<file path="src/rtl/vga_ring_engine.sv">
// vga_ring_engine: 2-stage concentric-ring RGB222 pixel engine for the Tiny VGA PMOD.
// Define BOUNCE_EN to make the ring centre bounce inside the MARGIN keep-out.
module vga_ring_engine #(
  parameter int H_ACTIVE = 640,
  parameter int V_ACTIVE = 480,
  parameter int CX0      = 320,
  parameter int CY0      = 240,
  parameter int SPEED_W  = 2,
  parameter int MARGIN   = 64
) (
  input  logic               clk,
  input  logic               rst_n,
  input  logic [9:0]         hpos,
  input  logic [9:0]         vpos,
  input  logic               display_on,
  input  logic               hsync_in,
  input  logic               vsync_in,
  input  logic [SPEED_W-1:0] speed,
  input  logic               direction,
  input  logic [1:0]         mode,
  input  logic               freeze,
  output logic [1:0]         r_out,
  output logic [1:0]         g_out,
  output logic [1:0]         b_out,
  output logic               hsync_out,
  output logic               vsync_out,
  output logic [9:0]         frame_out
);

  if (CX0 >= H_ACTIVE || CY0 >= V_ACTIVE ||
      2 * MARGIN >= V_ACTIVE || SPEED_W > 10) begin : g_cfg_err
    $error("vga_ring_engine: inconsistent parameters");
  end

  logic               w_fs;
  logic [SPEED_W-1:0] r_speed;
  logic               r_dir;
  logic [1:0]         r_mode;
  logic               r_freeze;
  logic [9:0]         w_cx;
  logic [9:0]         w_cy;

  assign w_fs = (hpos == 10'd0) && (vpos == 10'd0);

  // Shadows and frame step both see the pre-fs values on the fs cycle.
  always_ff @(posedge clk or negedge rst_n) begin
    if (!rst_n) begin
      r_speed   <= '0;
      r_dir     <= 1'b0;
      r_mode    <= 2'd0;
      r_freeze  <= 1'b0;
      frame_out <= 10'd0;
    end else if (w_fs) begin
      r_speed  <= speed;
      r_dir    <= direction;
      r_mode   <= mode;
      r_freeze <= freeze;
      if (!r_freeze)
        frame_out <= frame_out + 10'(r_speed);
    end
  end

`ifdef BOUNCE_EN
  typedef enum logic {INC, DEC} bdir_e;

  localparam logic [9:0] X_HI = 10'(H_ACTIVE - 1 - MARGIN);
  localparam logic [9:0] Y_HI = 10'(V_ACTIVE - 1 - MARGIN);
  localparam logic [9:0] LO   = 10'(MARGIN);

  bdir_e      r_xs;
  bdir_e      r_ys;
  logic [9:0] r_cx;
  logic [9:0] r_cy;

  always_ff @(posedge clk or negedge rst_n) begin
    if (!rst_n) begin
      r_xs <= INC;
      r_ys <= INC;
      r_cx <= 10'(CX0);
      r_cy <= 10'(CY0);
    end else if (w_fs && !r_freeze) begin
      unique case (r_xs)
        INC: if (r_cx == X_HI) begin
          r_xs <= DEC;
          r_cx <= r_cx - 10'd1;
        end else r_cx <= r_cx + 10'd1;
        DEC: if (r_cx == LO) begin
          r_xs <= INC;
          r_cx <= r_cx + 10'd1;
        end else r_cx <= r_cx - 10'd1;
      endcase
      unique case (r_ys)
        INC: if (r_cy == Y_HI) begin
          r_ys <= DEC;
          r_cy <= r_cy - 10'd1;
        end else r_cy <= r_cy + 10'd1;
        DEC: if (r_cy == LO) begin
          r_ys <= INC;
          r_cy <= r_cy + 10'd1;
        end else r_cy <= r_cy - 10'd1;
      endcase
    end
  end

  assign w_cx = r_cx;
  assign w_cy = r_cy;
`else
  assign w_cx = 10'(CX0);
  assign w_cy = 10'(CY0);
`endif

  logic [10:0] w_x;
  logic [10:0] w_y;
  logic [9:0]  w_ax;
  logic [9:0]  w_ay;
  logic        w_ge;
  logic [7:0]  w_m;

  assign w_x  = {1'b0, hpos} - {1'b0, w_cx};
  assign w_y  = {1'b0, vpos} - {1'b0, w_cy};
  assign w_ax = w_x[10] ? 10'(-w_x) : w_x[9:0];
  assign w_ay = w_y[10] ? 10'(-w_y) : w_y[9:0];
  assign w_ge = w_ax >= w_ay;

  // Only m[7:0] reaches the colour stage, so the metric is kept mod 256.
  always_comb begin
    w_m = 8'd0;
    unique case (r_mode)
      2'd0: w_m = w_ge ? w_ax[7:0] + w_ay[8:1]
                       : w_ay[7:0] + w_ax[8:1];
      2'd1: w_m = w_ax[7:0] + w_ay[7:0];
      2'd2: w_m = w_ge ? w_ax[7:0] : w_ay[7:0];
      2'd3: w_m = w_ax[7:0] ^ w_ay[7:0];
    endcase
  end

  logic [7:0] r_m;
  logic       r_de;
  logic       r_hs;
  logic       r_vs;
  logic [7:0] w_off;
  logic [3:0] w_a;

  assign w_off = {frame_out[6:0], 1'b0};
  assign w_a   = r_dir ? 4'((r_m - w_off) >> 4)
                       : 4'((r_m + w_off) >> 4);

  always_ff @(posedge clk or negedge rst_n) begin
    if (!rst_n) begin
      r_m       <= 8'd0;
      r_de      <= 1'b0;
      r_hs      <= 1'b0;
      r_vs      <= 1'b0;
      r_out     <= 2'd0;
      g_out     <= 2'd0;
      b_out     <= 2'd0;
      hsync_out <= 1'b0;
      vsync_out <= 1'b0;
    end else begin
      r_m       <= w_m;
      r_de      <= display_on;
      r_hs      <= hsync_in;
      r_vs      <= vsync_in;
      r_out     <= w_a[1:0] & {2{r_de}};
      g_out     <= w_a[2:1] & {2{r_de}};
      b_out     <= w_a[3:2] & {2{r_de}};
      hsync_out <= r_hs;
      vsync_out <= r_vs;
    end
  end

endmodule
</file>
<file path="config.mk">
export PLATFORM = sky130hd
export DESIGN_NAME = vga_ring_engine
export DESIGN_NICKNAME = d
export VERILOG_FILES = /design/src/rtl/vga_ring_engine.sv
export SDC_FILE = /design/constraint.sdc
export NUM_CORES = 1
export LEC_CHECK = 0
export CAP_MARGIN = 20
export CORE_MARGIN = 4
export CORE_UTILIZATION = 45
export CTS_CLUSTER_SIZE = 10
export DETAILED_ROUTE_END_ITERATION = 12
export PLACE_DENSITY = 0.78
export SYNTH_ARGS = -nofsm -noshare
export SYNTH_HDL_FRONTEND = slang
export SYNTH_SLANG_ARGS = --single-unit
</file>
<file path="constraint.sdc">
create_clock -name clk -period 2.5 [get_ports clk]
set_input_delay 0.75 -clock clk [delete_from_list [all_inputs] [get_ports clk]]
set_output_delay 0.75 -clock clk [all_outputs]
set_load 0.1 [all_outputs]
</file>
# Word-level counts from Yosys, hierarchy flattened
# Cells that the tools add are included.
# totals
register_bits	35
latchBits	0
ram_bits	0
rom_bits	0
inputBits	31
out_inout_bits	18
wordCells	44
memories	0
# classes
addsub	10
multipliers	0
n_div	0
order_cmp	1
n_eq_ne	3
shifts	0
mux	6
bitwise	5
reduce_logical	5
# ops
operator	count
$add 8x8->8	4
$pmux 8 s4	1
$logic_not 10->1	2
$mux 10	2
$neg 10->10	2
$mux 8	2
$sub 10x8->11 const B	1
$sub 10x9->11 const B	1
$add 10x2->10	1
$ge 10x10->1	1
$sub 8x8->8	1
$xor 8x8->8	1
$and 2x2->2	3
$eq 2x2->1 const B	2
$mux 4	1
$eq 2x1->1 const B	1
$logic_not 2->1	1
$reduce_and 2->1	1
$logic_and 1x1->1	1
$not 1->1	1

# Longest topological paths before layout
# Gate-level depths: netlist (run 1).
# logic_depth
depth_word	6
mapped_depth	17
depth_no_buf	16

# Least setup slack after synthesis (run 1)
# OpenSTA, ideal clock, no wires.
# synth_path
path_type	input to register
startpoint	input vpos[4]
endpoint	register r_m[3]
setup_time_ns	0.126
arrival_time_ns	3.922
required_time_ns	2.374
setup_slack_ns	-1.548
path_stages	17
path_buffers	2
path_cell_list	ha_1 clkbuf_1 nand3_1 nand2_1 a21oi_1 a21oi_1 xnor2_1 inv_1 ha_1 and4b_1 o21ai_0 a21oi_1 a211oi_1 buf_2 mux4_2 nor2_1 a21oi_1
# synth_via
elab_chain_len	6
word_cells_on_any_way	11
classes_between	add/sub (5); order compare (1); mux (4); bitwise (1)
# synth_lines
element	line_no	text
start, declared	14	input logic [9:0] vpos,
$sub 10x8->11 (*)	120	assign w_y = {1'b0, vpos} - {1'b0, w_cy};
$neg 10->10	122	assign w_ay = w_y[10] ? 10'(-w_y) : w_y[9:0];
$mux 10 (*)	122	
$add 8x8->8 / $ge 10x10->1 (equally long branches)	129, 123	
$mux 8 (on tied branches)	129, 132	
$pmux 8 s4 (*)	128	unique case (r_mode)
named net w_m[3]	117	logic [7:0] w_m;
end signal, assigned	160	r_m <= w_m;
end, declared	137	logic [7:0] r_m;
# Mark *: on every way through the listed nets, which the timed path passes. The rest lies on a longest branch.
# A chain may end at the register's enable or synchronous reset.

# Worst setup path after layout (run 1)
# layout_path
startpoint	input hpos[6]
endpoint	register r_m[4]
# layout_via
elab_chain_len	6
word_cells_on_any_way	11
classes_between	add/sub (5); order compare (1); mux (4); bitwise (1)
# layout_lines
element	line_no	text
start, declared	13	input logic [9:0] hpos,
$sub 10x9->11 (*)	119	assign w_x = {1'b0, hpos} - {1'b0, w_cx};
$neg 10->10	121	assign w_ax = w_x[10] ? 10'(-w_x) : w_x[9:0];
$mux 10 (*)	121	
$ge 10x10->1	123	assign w_ge = w_ax >= w_ay;
$mux 8 (on tied branches)	132, 129	
$pmux 8 s4 (*)	128	
named net w_m[4]	117	
# Marks and branches as above.

==> key figures, run 1 <==
Logic synthesis
  – Post-synthesis cell area: 3260 sq um
  – Post-synth EDFFs: 0
  – Async set-reset flop share out of synthesis: 1.00
  – Yosys reg bits: 32
  – Synthesized instance count: 361
  – Mean Syn Cell Area: 9.04 sq um
  – Yosys warns: 0
  – Prevailing post-synth register cell: dfrtp_1
  – Net Count, Synth: 440
  – Seq/Total Area, Yosys: 0.245
  – Cell accounting for the most synthesized area: dfrtp_1
  – Top cell type's share of synthesized area: 0.245
  – Top post-synthesis cells by area: dfrtp_1 (25%), ha_1 (17%), xnor2_1 (8.1%)
  – Netlist cell types: 53

Detailed routing
  – WL/cell: 19.0 um
  – DR vias/cell: 5.50
  – Final WL: 12.3 mm
  – DRT iter0 DRCs: 136
  – Vias: 3,554
  – DRT antenna net count: 0
  – # DRC: 0
  – Pre-Repair DR Iteration Count: 4

Floorplan
  – Die width: 93.2 um
  – Ports: 49
  – Die height: 93.2 um
  – Die area: 8680 sq um
  – Initial Util: 0.472
  – Core Area: 6910 sq um
  – Row count: 30

Clocking
  – Reg clk slew, reported paths: 0.07 ns
  – Latest clock arrival within the worst-skew pair: 0.29 ns
  – CTS HTree Levels: 2
  – CTS tree: built
  – Clock root buffer: clkbuf_8
  – CTS Buffer Depth: 2
  – Clock sinks: 32
  – CTS Buf Count: 5

Finish
  – Fin util: 0.835
  – P&R area growth vs syn: 76.8%
  – Fin nets: 628
  – # fillers: 356
  – Share of cells above drive strength 1: 0.571
  – Most frequent cells in the layout: buf_4 (134), ha_1 (32), buf_6 (29)
  – N_diodes: 0
  – Most common cell after layout, fill and taps aside: buf_4

Hold path
  – Worst Hold Depth: 0
  – HP Class: reg2reg
  – Hold Startpoint: r_vs
  – Sink of the worst hold path: vsync_out

Run status
  – Outcome: complete, but fails checks
  – Violated checks: setup timing

Setup path
  – Reg2Reg Depth: 11
  – Setup slack, reg-to-reg: 0.05 ns
  – Worst-path maximum fanout: 6
  – Crit. End Element: flip-flop
  – Startpoint types: input port
  – Crit Path Class: in2reg
  – RR Startpoint: frame_out[0]
  – CP required: 2.67 ns
  – Worst flop-to-flop path endpoint: b_out[1]
  – CP arrival: 3.61 ns

Power and ir drop
  – Leak: 2.73 nW
  – Power after layout: 3.15 mW
  – Pwr/cell area: 546 nW/um^2
  – Maximum VDD drop: 0.000275 V

STA
  – Final setup margin: -0.942 ns
  – Max Slew Vio Count: 0
  – Minimum clock period: 3.44 ns
  – RSZ-0062 raised after global routing: true
  – Max Clock Skew: 0.0100 ns
  – Fmax: 291 MHz
  – Slew headroom: 0.551
  – Slew @ Worst Pin: 0.674 ns
  – Setup violators final: 23
  – Hold Fails Final Rpt: 0
  – Final Cycle Share: 1.38

Global routing
  – Vias in the first global route: 3,673
  – Initial antenna violation count: 0
  – Gr ovfl total: 0
  – First-pass GRT wire length: 16.4 mm
  – Total track usage: 0.233
  – Largest net degree at the start of global routing: 33

Place
  – Placer Congestion: 0.877
  – Port buffer count: 48
  – Post-DP HPWL: 7.17 mm

Run
  – Maxcap violations: 0
## stage by stage
stage / area (sq um) / TNS [ns] / hold slack [ns] / cells / setup slack (ns)
floorplan: 3430 / -7.22 / 0.331 / 361 / -1.11
global placement: 4710 / -16.34 / 0.333 / 599 / -1.62
detailed placement: 4710 / -17.00 / 0.337 / 599 / -1.69
CTS: 5330 / -6.34 / 0.353 / 636 / -0.919
global route: 5770 / -10.45 / 0.364 / 646 / -1.06
finish: 5770 / -8.78 / 0.353 / 646 / -0.942
## kinds of logic after synthesis
group,after synthesis,synth area share
simple gates,97,0.146
flops,32,0.245
compound gates,72,0.142
fa+ha+maj,48,0.193
buf+inv,40,0.0514
xor+xnor,52,0.140
mux,20,0.0824
## worst max-delay path by stage
stage                  from     end  slack, ns
CTS                 hpos[6]  r_m[4]      -0.92
finish              hpos[6]  r_m[4]      -0.94
detailed placement  vpos[5]  r_m[3]      -1.69
floorplan           vpos[4]  r_m[3]      -1.11
global placement    hpos[6]  r_m[2]      -1.62
global route        vpos[8]  r_m[4]      -1.06
## synth_stat cells, types with 2 or more instances
library cell	n
ha_1	44
o21a_1	3
nor2b_1	7
inv_1	28
a21o_1	9
nand2_1	13
a22oi_1	2
mux2_2	11
buf_2	2
mux4_2	4
buf_4	2
a31oi_1	5
o22ai_1	4
xor2_1	22
or2_1	2
a21oi_1	25
and2_1	3
nand3_1	9
dfrtp_1	32
clkbuf_1	6
o21bai_1	3
mux2i_1	4
fa_1	4
and3_1	3
xnor2_1	30
nor3_1	10
o21ai_0	9
nor2_1	37
nand2b_1	4
## critical path, stage by stage
cell and delay (ns):
buf_8 0.10, inv_4 0.06, ha_4 0.14, nor2b_4 0.04
or2_4 0.26, buf_6 0.14, nor2_4 0.15, xnor2_4 0.16
ha_4 0.24, a21o_1 0.16, a21o_1 0.19, a211oi_2 0.27
buf_6 0.18, mux4_2 0.50, mux2_4 0.28
## where the power goes
group	switching [mW]	internal, mW
clock	0.193	0.194
sequential	0.0357	0.604
combinational	1.11	1.01
## registers in the layout, summed over array words and instances, names as in the netlist
name       flops
b_out          2
g_out          1
vsync_out      1
r_dir          1
frame_out     10
r_freeze       1
r_m            7
r_speed        2
r_out          1
r_mode         2
r_hs           1
r_vs           1
r_de           1
hsync_out      1
## layer usage
layer  up-vias  GRT usage  share of wire
met5         -          0              0
met4         0     0.0720          0.043
met3        53     0.0338          0.037
met2       116      0.479           0.56
met1      1768      0.235           0.36
li1       1617          -              -
## repair_timing
action | in CTS | in global routing
gates cloned | 0 | 0
endpoints found under the setup margin | 17 | 23
gates resized for setup | 139 | 92
buffers inserted | 51 | 14
pin swaps | 49 | 56
hold buffers | 0 | 0
## area by class of cell
type                    count  area [sq um]  share of cell area
repair buffers            192          1630               0.282
clock inverters             3          18.8             0.00325
multi-input cells         289          3000               0.520
flip-flops and latches     32           811               0.141
inverters                  29           121              0.0210
well taps                  96           120              0.0208
clock buffers               5          68.8              0.0119
No activity file was read; power rests on OpenSTA's default activity.
==> inputs of run 2 (changes only) <==
GPL_ROUTABILITY_DRIVEN = 0   (was default)
==> run 2 against run 1 <==
- the run still ends with setup timing left
- cell area is 4.1% lower
- clock power is 28% higher
- power is 2.8% higher
- largest cell class unchanged
- largest power group unchanged
- highest routed layer unchanged
==> key figures, run 2 (synthesized netlist as in run 1, its figures left out) <==
Detailed routing
  – Vias: 3,604 (was 3,554)
  – Pre-Repair DR Iteration Count: 4 (unchanged)
  – # DRC: 0 (unchanged)
  – Final WL: 11.9 mm (was 12.3 mm)
  – DR vias/cell: 5.64 (was 5.50)
  – DRT antenna net count: 0 (unchanged)
  – DRT iter0 DRCs: 226 (was 136)
  – WL/cell: 18.6 um (was 19.0 um)

Finish
  – Biggest regs: frame_out x10, r_m x7 (unchanged)
  – Fin util: 0.801 (was 0.835)
  – Largest reg by FF count: frame_out (unchanged)
  – N_diodes: 0 (unchanged)
  – Layout Cells excl Fill: 639 (was 646)
  – Most frequent cells in the layout: buf_4 (140), ha_1 (35), dfrtp_1 (28) (was buf_4 (134), ha_1 (32), buf_6 (29))
  – Share of cells above drive strength 1: 0.532 (was 0.571)
  – Number of flip-flops in the largest register: 10 (unchanged)
  – Most common cell after layout, fill and taps aside: buf_4 (unchanged)
  – P&R area growth vs syn: 69.5% (was 76.8%)
  – Fin nets: 621 (was 628)
  – Final Cell Area: 5530 sq um (was 5770 sq um)

Clocking
  – Latest clock arrival within the worst-skew pair: 0.29 ns (about the same)
  – Clock root buffer: clkbuf_8 (unchanged)
  – CTS Buf Count: 5 (unchanged)
  – Clock sinks: 32 (unchanged)
  – CTS tree: built (unchanged)
  – Reg clk slew, reported paths: 0.07 ns (about the same)
  – CTS HTree Levels: 2 (unchanged)
  – CTS Buffer Depth: 2 (unchanged)

Global routing
  – Largest net degree at the start of global routing: 33 (unchanged)
  – Gr ovfl total: 0 (unchanged)
  – Total track usage: 0.258 (was 0.233)
  – Initial antenna violation count: 0 (unchanged)
  – First-pass GRT wire length: 17.8 mm (was 16.4 mm)
  – Vias in the first global route: 3,852 (was 3,673)

Setup path
  – Crit Path Class: in2reg (unchanged)
  – Slowest stage delay, CP: 0.50 ns (about the same)
  – CP required: 2.67 ns (about the same)
  – CP delay by family, top: multiplexers (unchanged)
  – Crit. End Element: flip-flop (unchanged)
  – CP arrival: 3.71 ns (was 3.61 ns)
  – Startpoint types: input port (unchanged)
  – Cell with the largest stage delay on the worst path: mux4_2 (unchanged)
  – Worst-path maximum fanout: 5 (was 6)
  – CP cell instances: dlygate4sd2_1 > nor2b_4 > or2_4 > buf_6 > nor2_4 > xnor2_4 > ha_4 > a21o_1 > a21o_1 > a211oi_4 > buf_6 > mux4_2 > mux2_4 (was buf_8 > inv_4 > ha_4 > nor2b_4 > or2_4 > buf_6 > nor2_4 > xnor2_4 > ha_4 > a21o_1 > a21o_1 > a211oi_2 > buf_6 > mux4_2 > mux2_4)
  – CP Buf/Inv Count: 3 (was 4)

Floorplan
  – Die width: 93.2 um (unchanged)
  – Die area: 8680 sq um (unchanged)
  – Die height: 93.2 um (unchanged)
  – Initial Util: 0.472 (unchanged)
  – Ports: 49 (unchanged)
  – Row count: 30 (unchanged)
  – Core Area: 6910 sq um (unchanged)

Run status
  – Violated checks: setup timing (unchanged)
  – Outcome: complete, but fails checks (unchanged)

STA
  – Max Slew Vio Count: 0 (unchanged)
  – RSZ-0062 raised after global routing: true (unchanged)
  – Slew headroom: 0.573 (was 0.551)
  – Minimum clock period: 3.54 ns (was 3.44 ns)
  – Final setup margin: -1.04 ns (was -0.942 ns)
  – Setup violators final: 7 (was 23)
  – Max Clock Skew: 0.0111 ns (was 0.0100 ns)
  – Worst hold slack: 0.365 ns (was 0.353 ns)
  – Fmax: 283 MHz (was 291 MHz)
  – Final Cycle Share: 1.41 (was 1.38)
  – Slew @ Worst Pin: 0.640 ns (was 0.674 ns)
  – Hold Fails Final Rpt: 0 (unchanged)

Power and ir drop
  – Leak: 2.63 nW (was 2.73 nW)
  – Power after layout: 3.24 mW (was 3.15 mW)
  – Maximum VDD drop: 0.000419 V (was 0.000275 V)
  – Pwr/cell area: 586 nW/um^2 (was 546 nW/um^2)

Place
  – Port buffer count: 48 (unchanged)
  – Placed insts: 599 (unchanged)
  – Post-DP Area: 4710 sq um (unchanged)
  – Post-DP HPWL: 7.47 mm (was 7.17 mm)

Run
  – Maxcap violations: 0 (unchanged)

Hold path
  – HP Class: reg2reg (unchanged)
==> run 2: stage by stage <==
stage	worst slack, ns	setup TNS, ns
finish	-1.04	-6.89
CTS	-0.953	-9.35
global placement	-1.58	-16.04
floorplan	-1.11	-7.22
global route	-1.13	-7.55
detailed placement	-1.89	-19.73
==> run 2: final timing paths <==
path / startpoint / end / slack, ns / depth (start not counted)
max reg2reg: frame_out[0] / b_out[1] / 0.07 / 11
max in group asynchronous: rst_n / frame_out[3] / 1.31 / 2
min reg2reg: r_vs / vsync_out / 0.37 / 0
min in group asynchronous: rst_n / r_de / 0.86 / 2
min: r_vs / vsync_out / 0.37 / 0
max: hpos[8] / r_m[2] / -1.04 / 13
==> run 2: what timing repair did <==
action                                  CTS  global route
endpoints found under the setup margin   17            24
endpoints found under the hold margin     0             0
gates resized for setup                 156            34
pin swaps                                49            29
setup buffers                            55            10
hold buffers                              0             0
==> run 2: power breakdown <==
part / leakage [nW] / internal [mW] / switching [mW]
combinational: 2.17 / 0.989 / 1.12
sequential: 0.407 / 0.604 / 0.0329
clock: 0.0541 / 0.295 / 0.199
total: 2.63 / 1.89 / 1.35
==> run 2: area by class of cell <==
class,instances,area [sq um]
sequential,32,811
fill,407,1380
tap,96,120
inverter,29,111
timing repair buffer,185,1490
clock inverter,3,42.5
multi-input combinational,289,2890
clock buffer,5,68.8
==> run 2: routing by layer <==
layer	global-route usage	part of all wire	up-vias	routed length, um
met4	0.136	0.065	0	774
li1	-	-	1613	-
met1	0.246	0.35	1745	4110
met5	0	0	-	0
met2	0.514	0.54	179	6400
met3	0.0459	0.052	67	617
